==> config.mk <==
export PLATFORM = sky130hd
export DESIGN_NAME = assist_seq
export DESIGN_NICKNAME = d
export VERILOG_FILES = /design/src/rtl/assist_seq.sv
export SDC_FILE = /design/constraint.sdc
export NUM_CORES = 1
export LEC_CHECK = 0
export CAP_MARGIN = 20
export CORE_AREA = 3 3 142 144
export DETAILED_ROUTE_END_ITERATION = 8
export DIE_AREA = 0 0 145 147
export PLACE_DENSITY = 0.78
export SLEW_MARGIN = 20
export SYNTH_ARGS = -nofsm -noshare
export SYNTH_HDL_FRONTEND = slang
export SYNTH_SLANG_ARGS = --single-unit
==> constraint.sdc <==
create_clock -name clk -period 15.69 [get_ports clk]
set_input_delay 2.3535 -clock clk [delete_from_list [all_inputs] [get_ports clk]]
set_output_delay 2.3535 -clock clk [all_outputs]
set_load 0.02 [all_outputs]
==> src/rtl/assist_seq.sv <==
// assist_seq: sequential target-current calculator for pedal assist.
// One 15x15->30 unsigned multiplier is shared over three product steps
// (torque*scale, incline*cadence, product of both), then the result is
// saturated to 12 bits and written to target_curr.
// Optional feature macro: ASSIST_SEQ_RATE_LIMIT_EN limits each increase
// of target_curr to 12'h100 per computation; decreases are unlimited.
module assist_seq (
    input  logic               clk,
    input  logic               rst,
    input  logic               start,
    input  logic        [11:0] avg_torque,
    input  logic        [4:0]  cadence,
    input  logic               not_pedaling,
    input  logic signed [12:0] incline,
    input  logic        [2:0]  scale,
    output logic               busy,
    output logic               done,
    output logic        [11:0] target_curr
);

    typedef enum logic [2:0] {
        IDLE   = 3'd0,
        MUL_TQ = 3'd1,
        MUL_IC = 3'd2,
        MUL_AP = 3'd3,
        WR     = 3'd4
    } state_t;

    state_t state_r;
    state_t state_next_s;

    // Operands captured when a computation is accepted
    logic        [11:0] torque_r;
    logic        [4:0]  cadence_r;
    logic               np_r;
    logic signed [12:0] incline_r;
    logic        [2:0]  scale_r;

    logic [14:0] prod_a_r;
    logic [14:0] prod_b_r;
    logic [29:0] prod_r;
    logic [11:0] target_r;
    logic        done_r;

    logic        [11:0] torque_pos_s;
    logic signed [9:0]  incline_sat_s;
    logic signed [10:0] incline_sum_s;
    logic        [8:0]  incline_lim_s;
    logic        [5:0]  cadence_factor_s;
    logic        [14:0] mul_a_s;
    logic        [14:0] mul_b_s;
    logic        [29:0] mul_p_s;
    logic        [11:0] result_s;
    logic        [11:0] next_target_s;

    // Operand conditioning from the captured inputs
    always_comb begin
        torque_pos_s     = 12'h000;
        incline_sat_s    = 10'sd0;
        incline_sum_s    = 11'sd0;
        incline_lim_s    = 9'd0;
        cadence_factor_s = 6'd0;

        if (torque_r > 12'h380) begin
            torque_pos_s = torque_r - 12'h380;
        end else begin
            torque_pos_s = 12'h000;
        end

        if (incline_r > 13'sd511) begin
            incline_sat_s = 10'sd511;
        end else if (incline_r < -13'sd512) begin
            incline_sat_s = -10'sd512;
        end else begin
            incline_sat_s = incline_r[9:0];
        end

        // One extra bit so -512+256 and 511+256 are both representable
        incline_sum_s = {incline_sat_s[9], incline_sat_s} + 11'sd256;

        if (incline_sum_s < 11'sd0) begin
            incline_lim_s = 9'd0;
        end else if (incline_sum_s > 11'sd511) begin
            incline_lim_s = 9'd511;
        end else begin
            incline_lim_s = incline_sum_s[8:0];
        end

        if (cadence_r > 5'd1) begin
            cadence_factor_s = {1'b0, cadence_r} + 6'd32;
        end else begin
            cadence_factor_s = 6'd0;
        end
    end

    // Operand select for the single shared multiplier
    always_comb begin
        mul_a_s = 15'd0;
        mul_b_s = 15'd0;
        case (state_r)
            MUL_TQ: begin
                mul_a_s = {3'b000, torque_pos_s};
                mul_b_s = {12'h000, scale_r};
            end
            MUL_IC: begin
                mul_a_s = {6'b000000, incline_lim_s};
                mul_b_s = {9'b000000000, cadence_factor_s};
            end
            MUL_AP: begin
                mul_a_s = prod_a_r;
                mul_b_s = prod_b_r;
            end
            default: begin
                mul_a_s = 15'd0;
                mul_b_s = 15'd0;
            end
        endcase
    end

    assign mul_p_s = {15'd0, mul_a_s} * {15'd0, mul_b_s};

    // Saturate the final product to 12 bits and apply optional rate limit
    always_comb begin
        result_s      = 12'h000;
        next_target_s = 12'h000;

        if (|prod_r[29:27]) begin
            result_s = 12'hFFF;
        end else begin
            result_s = prod_r[26:15];
        end

`ifdef ASSIST_SEQ_RATE_LIMIT_EN
        // 13-bit compare: when target_r+0x100 exceeds 0xFFF the result can
        // never be larger, so the limited path never wraps
        if ({1'b0, result_s} > ({1'b0, target_r} + 13'h0100)) begin
            next_target_s = target_r + 12'h100;
        end else begin
            next_target_s = result_s;
        end
`else
        next_target_s = result_s;
`endif
    end

    // State register
    always_ff @(posedge clk) begin
        if (rst) begin
            state_r <= IDLE;
        end else begin
            state_r <= state_next_s;
        end
    end

    // Next-state logic: fixed four-step sequence, start only seen in IDLE
    always_comb begin
        state_next_s = state_r;
        case (state_r)
            IDLE: begin
                if (start) begin
                    state_next_s = MUL_TQ;
                end else begin
                    state_next_s = IDLE;
                end
            end
            MUL_TQ:  state_next_s = MUL_IC;
            MUL_IC:  state_next_s = MUL_AP;
            MUL_AP:  state_next_s = WR;
            WR:      state_next_s = IDLE;
            default: state_next_s = IDLE;
        endcase
    end

    // Datapath registers: operand capture, products, output write
    always_ff @(posedge clk) begin
        if (rst) begin
            torque_r  <= 12'h000;
            cadence_r <= 5'd0;
            np_r      <= 1'b0;
            incline_r <= 13'sd0;
            scale_r   <= 3'd0;
            prod_a_r  <= 15'd0;
            prod_b_r  <= 15'd0;
            prod_r    <= 30'd0;
            target_r  <= 12'h000;
            done_r    <= 1'b0;
        end else begin
            done_r <= (state_r == WR);
            case (state_r)
                IDLE: begin
                    if (start) begin
                        torque_r  <= avg_torque;
                        cadence_r <= cadence;
                        np_r      <= not_pedaling;
                        incline_r <= incline;
                        scale_r   <= scale;
                    end
                end
                MUL_TQ: prod_a_r <= mul_p_s[14:0];
                MUL_IC: prod_b_r <= mul_p_s[14:0];
                MUL_AP: begin
                    if (np_r) begin
                        prod_r <= 30'd0;
                    end else begin
                        prod_r <= mul_p_s;
                    end
                end
                WR:      target_r <= next_target_s;
                default: target_r <= target_r;
            endcase
        end
    end

    assign busy        = (state_r != IDLE);
    assign done        = done_r;
    assign target_curr = target_r;

endmodule

==> results.toml, run 1 <==
[run_status]
status = "completed"

[global_route]
grt_pass1_wl_um = 49300
grt_use_total_pct = 28.5
grt_antenna_before_repair = 0
grt_max_degree = 86
overflow = 0
grt_pass1_vias = 9626

[worst_setup_path]
path_class = "register to register"
reg2regPathDepth = 29
cp_slowest_cell = "a221oi_1"
end_kind = "register"
cp_max_fo = 11
worst-r2r-setup-slack_ps = 7470
cp-start-kind = "register"
arrival_ps = 8470
reg2reg_to = "prod_r[22]$_SDFFE_PP0P_"
required_ps = 15930
cpPeakStageDelay_ps = 660
regToRegStartpoint = "incline_r[12]$_SDFFE_PP0P_"

[routing]
wl_per_cell_um = 17.8
drt_first_pass_iters = 6
drt_iter0_drc = 806
route.met2.wl_um = 13500
ant_nets = 0
dr.max_layer_used = "met4"
vias = 9444
wl_met1_um = 12200
routed_wl_um = 29400
drc = 0
dr_wl_met3_um = 2470
viasPerCell = 5.73

[clock_tree]
htree_levels = 3
clk_path_buf_depth = 2
cts-root-buf = "clkbuf_16"
clk_pin_slew_ps = 70
postCtsResizedCells = 0
cts.sinks = 95
hold_buffers = 0
tritoncts = "done"
numCtsBuffers = 9
clk_latency_ps = 350
post-cts-setup-buffer-count = 0

[timing]
timing.final.crit_share_pct = 52.4
drv_slew = 0
worstMarginPinSlew_ps = 1080
holdWs_ps = 456
setup_violations = 0
slew_headroom_pct = 27.9
post-route-min-period_ps = 8220
fin_tns_setup_ps = 0
timing.fmax_ghz = 0.122
finalHoldViolations = 0
rsz0062_at_grt = "false"
finalClockSkew_ps = 14.5

[placed_design]
dp.final_hpwl_um = 23100
io_buffers = 50
place.gp.congestion = 1.02

[synthesis]
synthArstFlopShare_pct = 0
postSynthCellCount = 1367
synthesis.area_um2 = 11300
synth.avg_cell_area_um2 = 8.28
yosys_most_used_dff = "dfxtp_1"
synth_edf_count = 0
synth_seq_area_share_pct = 16.8
synth_seq_cells = 95
yosys_warnings = 0
synth_cell_type_count = 67
syn_nets = 1668

[floorplan]
start_util_pct = 60.1
row_count = 50
die-area_um2 = 21300
core_area_um2 = 18800
design.portCount = 51
die_w_um = 145
die_h_um = 147

[power]
ir_drop_uv = 103
power_density_nw_per_um2 = 55.7
p_leak_nw = 5.61

[worst_hold_path]
hold-path-cell-count = 2
worstHoldEndpoint = "scale_r[1]$_SDFFE_PP0P_"
hold_start = "scale_r[1]$_SDFFE_PP0P_"
hold_path_class = "register to register"

[finish]
diodes = 0
fin_nets = 1684
layout-drive-gt1-share_pct = 4.03
syn_to_final_growth_pct = 8.96
n_fill_cell = 1568

[job]
drv_cap = 0
[sequential cells by signal (all words and copies together), names as in the netlist]
signal and cells:
torque_r 12, done 1, scale_r 3, prod_r 15, incline_r 13, state_r 3
target_curr 12, np_r 1, cadence_r 5, prod_b_r 15, prod_a_r 15
[power breakdown]
group / total [W] / internal (W) / switching, W / leakage (nW)
combinational: 0.000168 / 0.0000551 / 0.000112 / 4.67
sequential: 0.000273 / 0.000255 / 0.0000178 / 0.771
clock: 0.000246 / 0.000146 / 0.000100 / 0.162
total: 0.000687 / 0.000456 / 0.000230 / 5.61
[metrics by stage]
step	utilization (%)	cell area, um^2	total power (W)	setup WS [ps]	std cells
floorplan	-	11300	0.000383	8070	1367
global placement	63.7	12000	0.000437	7760	1632
detailed placement	63.7	12000	0.000441	7610	1632
CTS	65.4	12300	0.000685	7590	1648
global route	65.5	12300	0.000714	7040	1648
finish	65.5	12300	0.000687	7470	1648
[cells in the mapped netlist (all sizes together), types with 2 or more instances]
cell type | instances | area share (%)
nand2 | 259 | 8.6
inv | 192 | 6.4
fa | 167 | 30
nor2 | 147 | 5.3
ha | 97 | 11
dfxtp | 95 | 17
a21oi | 80 | 3.5
clkbuf | 43 | 1.4
nor3 | 29 | 1.3
o21ai | 24 | 1.1
nand2b | 23 | 1.3
nand3 | 20 | 0.88
and2 | 18 | 1.0
xnor2 | 18 | 1.4
buf | 17 | 0.91
a21o | 16 | 1.1
and3 | 12 | 0.66
a221oi | 8 | 0.79
a211oi | 7 | 0.46
xor2 | 7 | 0.54
a22o | 6 | 0.46
a22oi | 6 | 0.40
nor2b | 5 | 0.28
a221o | 4 | 0.35
nand3b | 4 | 0.27
nand4 | 4 | 0.22
o211ai | 4 | 0.27
o31ai | 4 | 0.27
or2 | 4 | 0.22
or3 | 4 | 0.22
a211o | 3 | 0.23
a31oi | 3 | 0.17
mux2 | 3 | 0.30
o21a | 3 | 0.20
o22ai | 3 | 0.17
o311ai | 3 | 0.23
a2111oi | 2 | 0.32
a2bb2oi | 2 | 0.15
a31o | 2 | 0.15
nor3b | 2 | 0.13
nor4 | 2 | 0.11
or4 | 2 | 0.17
[final cells by class]
class	count	area, um^2	area share, %
Inverter	192	721	5.85
Clock buffer	10	239	1.94
Clock inverter	6	96.3	0.782
Sequential cell	95	1900	15.4
Timing Repair Buffer	65	608	4.93
Multi-Input combinational cell	1020	8430	68.4
Tap cell	260	325	2.64
[how the worst max path moves through the flow]
stage	start	to	slack (ps)	depth (start not counted)
floorplan	incline_r[11]$_SDFFE_PP0P_	prod_r[27]$_SDFFE_PP0P_	8070	31
global placement	state_r[2]$_SDFF_PP0_	prod_r[22]$_SDFFE_PP0P_	7760	24
detailed placement	incline_r[12]$_SDFFE_PP0P_	prod_r[22]$_SDFFE_PP0P_	7610	29
CTS	incline_r[12]$_SDFFE_PP0P_	prod_r[22]$_SDFFE_PP0P_	7590	29
global route	incline_r[9]$_SDFFE_PP0P_	prod_r[20]$_SDFFE_PP0P_	7040	28
finish	incline_r[12]$_SDFFE_PP0P_	prod_r[22]$_SDFFE_PP0P_	7470	29
[kinds of logic (layout without fill, tap and decap cells)]
group | after synthesis | after routing | synth area share, %
AOI/OAI and AO/OA | 189 | 189 | 11.0
muxes | 3 | 3 | 0.299
and+or+nand+nor | 539 | 539 | 20.9
adders and majority gates | 264 | 264 | 40.3
buffers and inverters | 252 | 273 | 8.72
xor gates and xnor gates | 25 | 25 | 1.94
DFF | 95 | 95 | 16.8
[worst max-delay path: cells and delay by family (launching register included)]
| kind | cells | cell delay, ps |
|---|---|---|
| and+or+nand+nor | 7 | 1310 |
| DFF | 1 | 440 |
| AOI/OAI and AO/OA | 7 | 2080 |
| buffers and inverters | 7 | 590 |
| adders and majority gates | 8 | 3730 |
[placed cells by master (no fill, tap or decap), types with 24 or more instances in the layout]
master | synthesis | final
ha_1 | 97 | 97
nand2_1 | 259 | 258
fa_1 | 167 | 167
inv_1 | 192 | 192
dfxtp_1 | 95 | 95
a21oi_1 | 80 | 80
clkdlybuf4s50_1 | 0 | 49
o21ai_0 | 24 | 24
nor2_1 | 137 | 136
nor3_1 | 29 | 29
[metal layers]
layer,vias to the layer above,GRT usage [%]
met5,-,0
met4,0,10.8
met3,90,4.44
met2,430,46.8
met1,4541,38.6
li1,4383,-
No activity file was read; power rests on OpenSTA's default activity.
==> run 2, diff against run 1 <==
clock period = 8 ns   (was 15.69 ns; I/O delays follow)
==> run 2 against run 1 <==
Count of clock-buffer cells in the layout unchanged. Via count is 2.0% higher. Sequential power rose by 96%. Setup slack worse by 7200 ps. Non-clock buffer count rose by 32. Hold slack improved by 3.2 ps.
==> results.toml, run 2 (synthesis results as in run 1) <==
[power]
p_leak_nw = 5.76
power_density_nw_per_um2 = 106
p_total_w = 0.00133
ir_drop_uv = 126

[timing]
post-route-min-period_ps = 7730
timing.final.crit_share_pct = 96.7
timing.fmax_ghz = 0.129
drv_slew = 0
finalClockSkew_ps = 13.5
setup_violations = 0
fin_tns_setup_ps = 0
finalHoldViolations = 0
worstMarginPinSlew_ps = 1090
rsz0062_at_grt = "false"
slew_headroom_pct = 27.6

[finish]
syn_to_final_growth_pct = 11.1
layout.cells.non_filler = 1680
diodes = 0
layout-drive-gt1-share_pct = 6.83
fin_nets = 1716
reg_top3 = "prod_a_r x15, prod_b_r x15, prod_r x15"
layout_common_cells = "nand2_1, inv_1, fa_1"
mostFrequentLayoutCell = "nand2_1"
postLayoutCellArea_um2 = 12600

[routing]
drt_first_pass_iters = 6
vias = 9630
drt_iter0_drc = 976
wl_per_cell_um = 18.4
viasPerCell = 5.73
drc = 0
routed_wl_um = 30900
ant_nets = 0

[placed_design]
dpl.cell_count = 1657
io_buffers = 50
place.gp.congestion = 1.05
dp.final_hpwl_um = 24700
place_area_um2 = 12200

[worst_setup_path]
cp_slowest_cell = "or4_4"
worst-r2r-setup-slack_ps = 270
regToRegStartpoint = "incline_r[12]$_SDFFE_PP0P_"
cp_max_fo = 7
cp-start-kind = "register"
cpPeakStageDelay_ps = 580
arrival_ps = 7970
path_class = "register to register"
reg2reg_to = "prod_r[22]$_SDFFE_PP0P_"
path_common_cell = "fa_1"
end_kind = "register"
crit_chain = "or4_4 -> a2111oi_4 -> o21ai_1 -> a21oi_1 -> a221o_1 -> nand2_1 -> fa_1 -> fa_1 -> inv_1 -> fa_1 -> fa_1 -> fa_1 -> inv_1 -> fa_1 -> inv_1 -> ha_1 -> a21oi_1 -> nand2_1 -> a221oi_1 -> buf_4 -> a21o_1 -> a31oi_1 -> or3_1 -> a32o_1"
reg2regPathDepth = 24
required_ps = 8240

[floorplan]
die_w_um = 145
start_util_pct = 60.1
die_h_um = 147
design.portCount = 51
row_count = 50
die-area_um2 = 21300
core_area_um2 = 18800

[global_route]
grt_antenna_before_repair = 0
grt_pass1_wl_um = 50400
grt_use_total_pct = 29.4
grt_pass1_vias = 9756
grt_max_degree = 86
overflow = 0

[worst_hold_path]
worstHoldEndpoint = "prod_a_r[8]$_SDFFE_PP0P_"
hold_start = "prod_a_r[8]$_SDFFE_PP0P_"
hold-path-cell-count = 2
hold_path_class = "register to register"

[clock_tree]
cts.sinks = 95
cts-root-buf = "clkbuf_16"
htree_levels = 3
clk_latency_ps = 350
clk_pin_slew_ps = 70
numCtsBuffers = 9
hold_buffers = 0
clk_path_buf_depth = 2
tritoncts = "done"

[run_status]
status = "completed"

[job]
drv_cap = 0
[run 2: how the worst max path moves through the flow]
stage	start	endpoint	slack, ps	cells past startpoint
2_1_floorplan	incline_r[11]$_SDFFE_PP0P_	prod_r[27]$_SDFFE_PP0P_	380	31
3_3_place_gp	incline_r[9]$_SDFFE_PP0P_	prod_r[22]$_SDFFE_PP0P_	320	28
3_5_place_dp	incline_r[9]$_SDFFE_PP0P_	prod_r[22]$_SDFFE_PP0P_	200	28
4_1_cts	incline_r[9]$_SDFFE_PP0P_	prod_r[27]$_SDFFE_PP0P_	100	29
5_1_grt	incline_r[12]$_SDFFE_PP0P_	prod_r[22]$_SDFFE_PP0P_	5	26
6_report	incline_r[12]$_SDFFE_PP0P_	prod_r[22]$_SDFFE_PP0P_	270	24
[run 2: cell type report]
cell class,instances,area [um^2]
multi-input cells,1020,8470
fillers,1595,6270
flip-flops and latches,95,1900
repair buffers,97,846
inverters,192,721
well taps,260,325
clock buffers,10,239
clock inverters,6,62.6
[run 2: timing repair]
action                     4_1_cts  5_1_grt
buffers inserted                 0        6
resized for setup                0       11
setup endpoints to repair        0       15
[run 2: report_power, final]
group	leakage (nW)	total [W]	internal [W]	switching, W
sequential	0.771	0.000536	0.000500	0.0000358
clock	0.148	0.000430	0.000227	0.000203
combinational	4.84	0.000360	0.000128	0.000233
total	5.76	0.00133	0.000855	0.000472
[run 2: critical path: cells and delay by family (launching register included)]
kind            cells  cell delay (ps)
buf+inv             4              350
compound gates      9             2200
flops               1              390
fa+ha+maj           7             3590
simple gates        4             1090
[run 2: per-stage QoR]
step / hold slack (ps) / worst slack [ps] / util [%]
after global routing: 473 / 5.30 / 66.7
after detailed placement: 446 / 199 / 64.7
after global placement: 439 / 320 / 64.7
final: 459 / 267 / 66.7
after floorplan: 426 / 382 / -
after CTS: 456 / 98.4 / 66.3
[run 2: per-layer routing]
layer | wire [um] | GRT usage, % | vias up
met3 | 3140 | 5.98 | 81
met5 | 0 | 0 | -
met4 | 1010 | 9.17 | 0
met2 | 13800 | 46.4 | 524
li1 | - | - | 4453
met1 | 12900 | 41.2 | 4572
==> edit (settings of run 2) <==
Remove the register `done_r`: a continuous assignment takes its place, so the output `done` follows one clock earlier.
--- a/src/rtl/assist_seq.sv
+++ b/src/rtl/assist_seq.sv
@@ -184,7 +184,5 @@
             prod_r    <= 30'd0;
             target_r  <= 12'h000;
-            done_r    <= 1'b0;
-        end else begin
-            done_r <= (state_r == WR);
+        end else begin
             case (state_r)
                 IDLE: begin
@@ -212,4 +210,6 @@
     end
 
+    assign done_r = (state_r == WR);
+
     assign busy        = (state_r != IDLE);
     assign done        = done_r;
Check against the original RTL: not equivalent (a bounded check fails within 10 cycles, from zero or initial values and one cycle with rst high).
==> edit against run 2 <==
Power fell by 0.90%. Design area decreased by 0.89%. Sequential cell count is 1 lower. Largest power group unchanged. Synthesized area grew 0.58%. Setup slack better by 120 ps. Sequential power is essentially flat. Non-clock buffer count shrank 20. Routed wire length is 2.5% lower. Core utilization shrank 0.59 points.
==> edit: results (changes against run 2) <==
power:
  ir_drop_mv: 0.178  # +42%
  p_leak_nw: 5.68  # -1.4%
place:
  placed_area_um2: 12100  # -0.76%
  finalWeightedCongestion: 0.962  # -8.0%
  post-dp-hpwl_um: 24100  # -2.6%
global_route:
  grt_util_met1_pct: 40.3  # -0.83 points
  grt_pass1_wl_um: 49900  # -0.92%
  grt_util_met3_pct: 5.68  # -0.31 points
  gr-usage-all-layers_pct: 29.1  # -0.32 points
  grt_start_max_net_pins: 85  # -1.2%
  grt_pass1_vias: 9558  # -2.0%
  grt_use_met2_pct: 45.3  # -1.1 points
sta:
  skew_ps: 4.75  # -8.75 ps
  worst_pin_slew_ps: 1060  # -31.4 ps
  setup_violations: 0  # unchanged
logic_synthesis:
  synthFlopType: "dfxtp_1"
  yosys_warnings: 0  # unchanged
  yosys.cell_types.count: 72  # +7.5%
  synthTopCellsByCount: "260 x nand2_1, 194 x inv_1, 167 x fa_1, 146 x nor2_1, 102 x a21oi_1"
  yosysSeqAreaShare_pct: 16.5  # -0.27 points
  synthTopCellsByArea: "fa_1 29%, dfxtp_1 17%, ha_1 11%"
route:
  vias_per_cell: 5.78  # +0.91%
  dr.pass1.iters: 5  # -1
  wl_per_cell_um: 18.2  # -1.1%
  drt_iter0_drc: 855  # -12%
setup_path:
  critPathMaxStageDelay_ps: 520  # -60 ps
  crit_path_top_delay_cell: "fa_1"
  worst_setup_path_start_kind: "flip-flop"
  crit_arrival_ps: 7840  # -130 ps
  crit_fanout: 15  # +8
status:
  outcome: "completed"
finish:
  fin_nets: 1692  # -1.4%
  drive_above_1_share_pct: 6.52  # -0.31 points
clocking:
  root_buffer: "clkbuf_16"
  cts_buffers: 9  # unchanged
edit: cell count changes in the layout (fill, tap and decap cells not counted), moves of 6 or more:
cell	run 2	this run
buf_4	46	26
xnor2_1	18	12
xor2_1	7	14
nor2_1	135	145
nor3_1	27	20
a21oi_1	79	97
nand2b_1	23	12
a21o_1	16	9
edit: final timing paths:
path              cells after the start           to  slack (ps)         start
setup / recovery                     31   prod_r[23]         390  incline_r[9]
hold / removal                        2  prod_b_r[0]         450   prod_b_r[0]
setup reg to reg                     31   prod_r[23]         390  incline_r[9]
hold reg to reg                       2  prod_b_r[0]         450   prod_b_r[0]
edit: cells by family (layout without fill, tap and decap cells):
| kind of cell | after synthesis | in the layout | share of synthesized area, % |
|---|---|---|---|
| muxes | 4 | 4 | 0.385 |
| xor gates and xnor gates | 26 | 26 | 2.00 |
| DFF | 94 | 94 | 16.5 |
| buffers and inverters | 256 | 287 | 9.01 |
| AOI/OAI and AO/OA | 201 | 201 | 12.4 |
| and+or+nand+nor | 520 | 520 | 19.6 |
| adders and majority gates | 264 | 264 | 40.1 |
edit: timing repair:
action	in CTS	in global routing
setup endpoints to repair	0	16
endpoints found under the hold margin	0	0
hold buffers	0	0
gates resized for setup	0	14
buffers inserted	0	2
edit: final cells by class:
cell class | count | area (um^2)
Clock buffer | 11 | 243
Multi-Input combinational cell | 1015 | 8520
Clock inverter | 5 | 40.0
Inverter | 194 | 728
Sequential cell | 94 | 1880
Tap cell | 260 | 325
Timing Repair Buffer | 77 | 718
Fill cell | 1610 | 6380
edit: metrics by stage:
stage / hold slack, ps / utilization, % / worst slack, ps / cells / TNS (ps)
2_1_floorplan: 425 / - / 844 / 1365 / 0
3_3_place_gp: 440 / 64.2 / 479 / 1637 / 0
3_5_place_dp: 448 / 64.2 / 261 / 1637 / 0
4_1_cts: 458 / 65.7 / 190 / 1653 / 0
5_1_grt: 480 / 66.1 / -26.9 / 1656 / -58.7
6_report: 454 / 66.1 / 388 / 1656 / 0
edit: worst max-delay path, delay by kind of cell, from the launching register on:
kind	cells	cell delay (ps)
AOI/OAI and AO/OA	10	2010
xor gates and xnor gates	1	120
adders and majority gates	8	3630
buffers and inverters	7	590
DFF	1	330
and+or+nand+nor	5	820
edit: power breakdown:
part | internal, W | switching [W] | total, W
Combinational | 0.000127 | 0.000242 | 0.000369
Clock | 0.000223 | 0.000187 | 0.000409
Sequential | 0.000495 | 0.0000406 | 0.000536
Total | 0.000845 | 0.000469 | 0.00131
edit: per-layer routing:
layer | up-vias | share of wire, %
met5 | - | 0
met4 | 0 | 4.6
met3 | 91 | 9.9
met2 | 479 | 45
li1 | 4382 | -
met1 | 4627 | 41
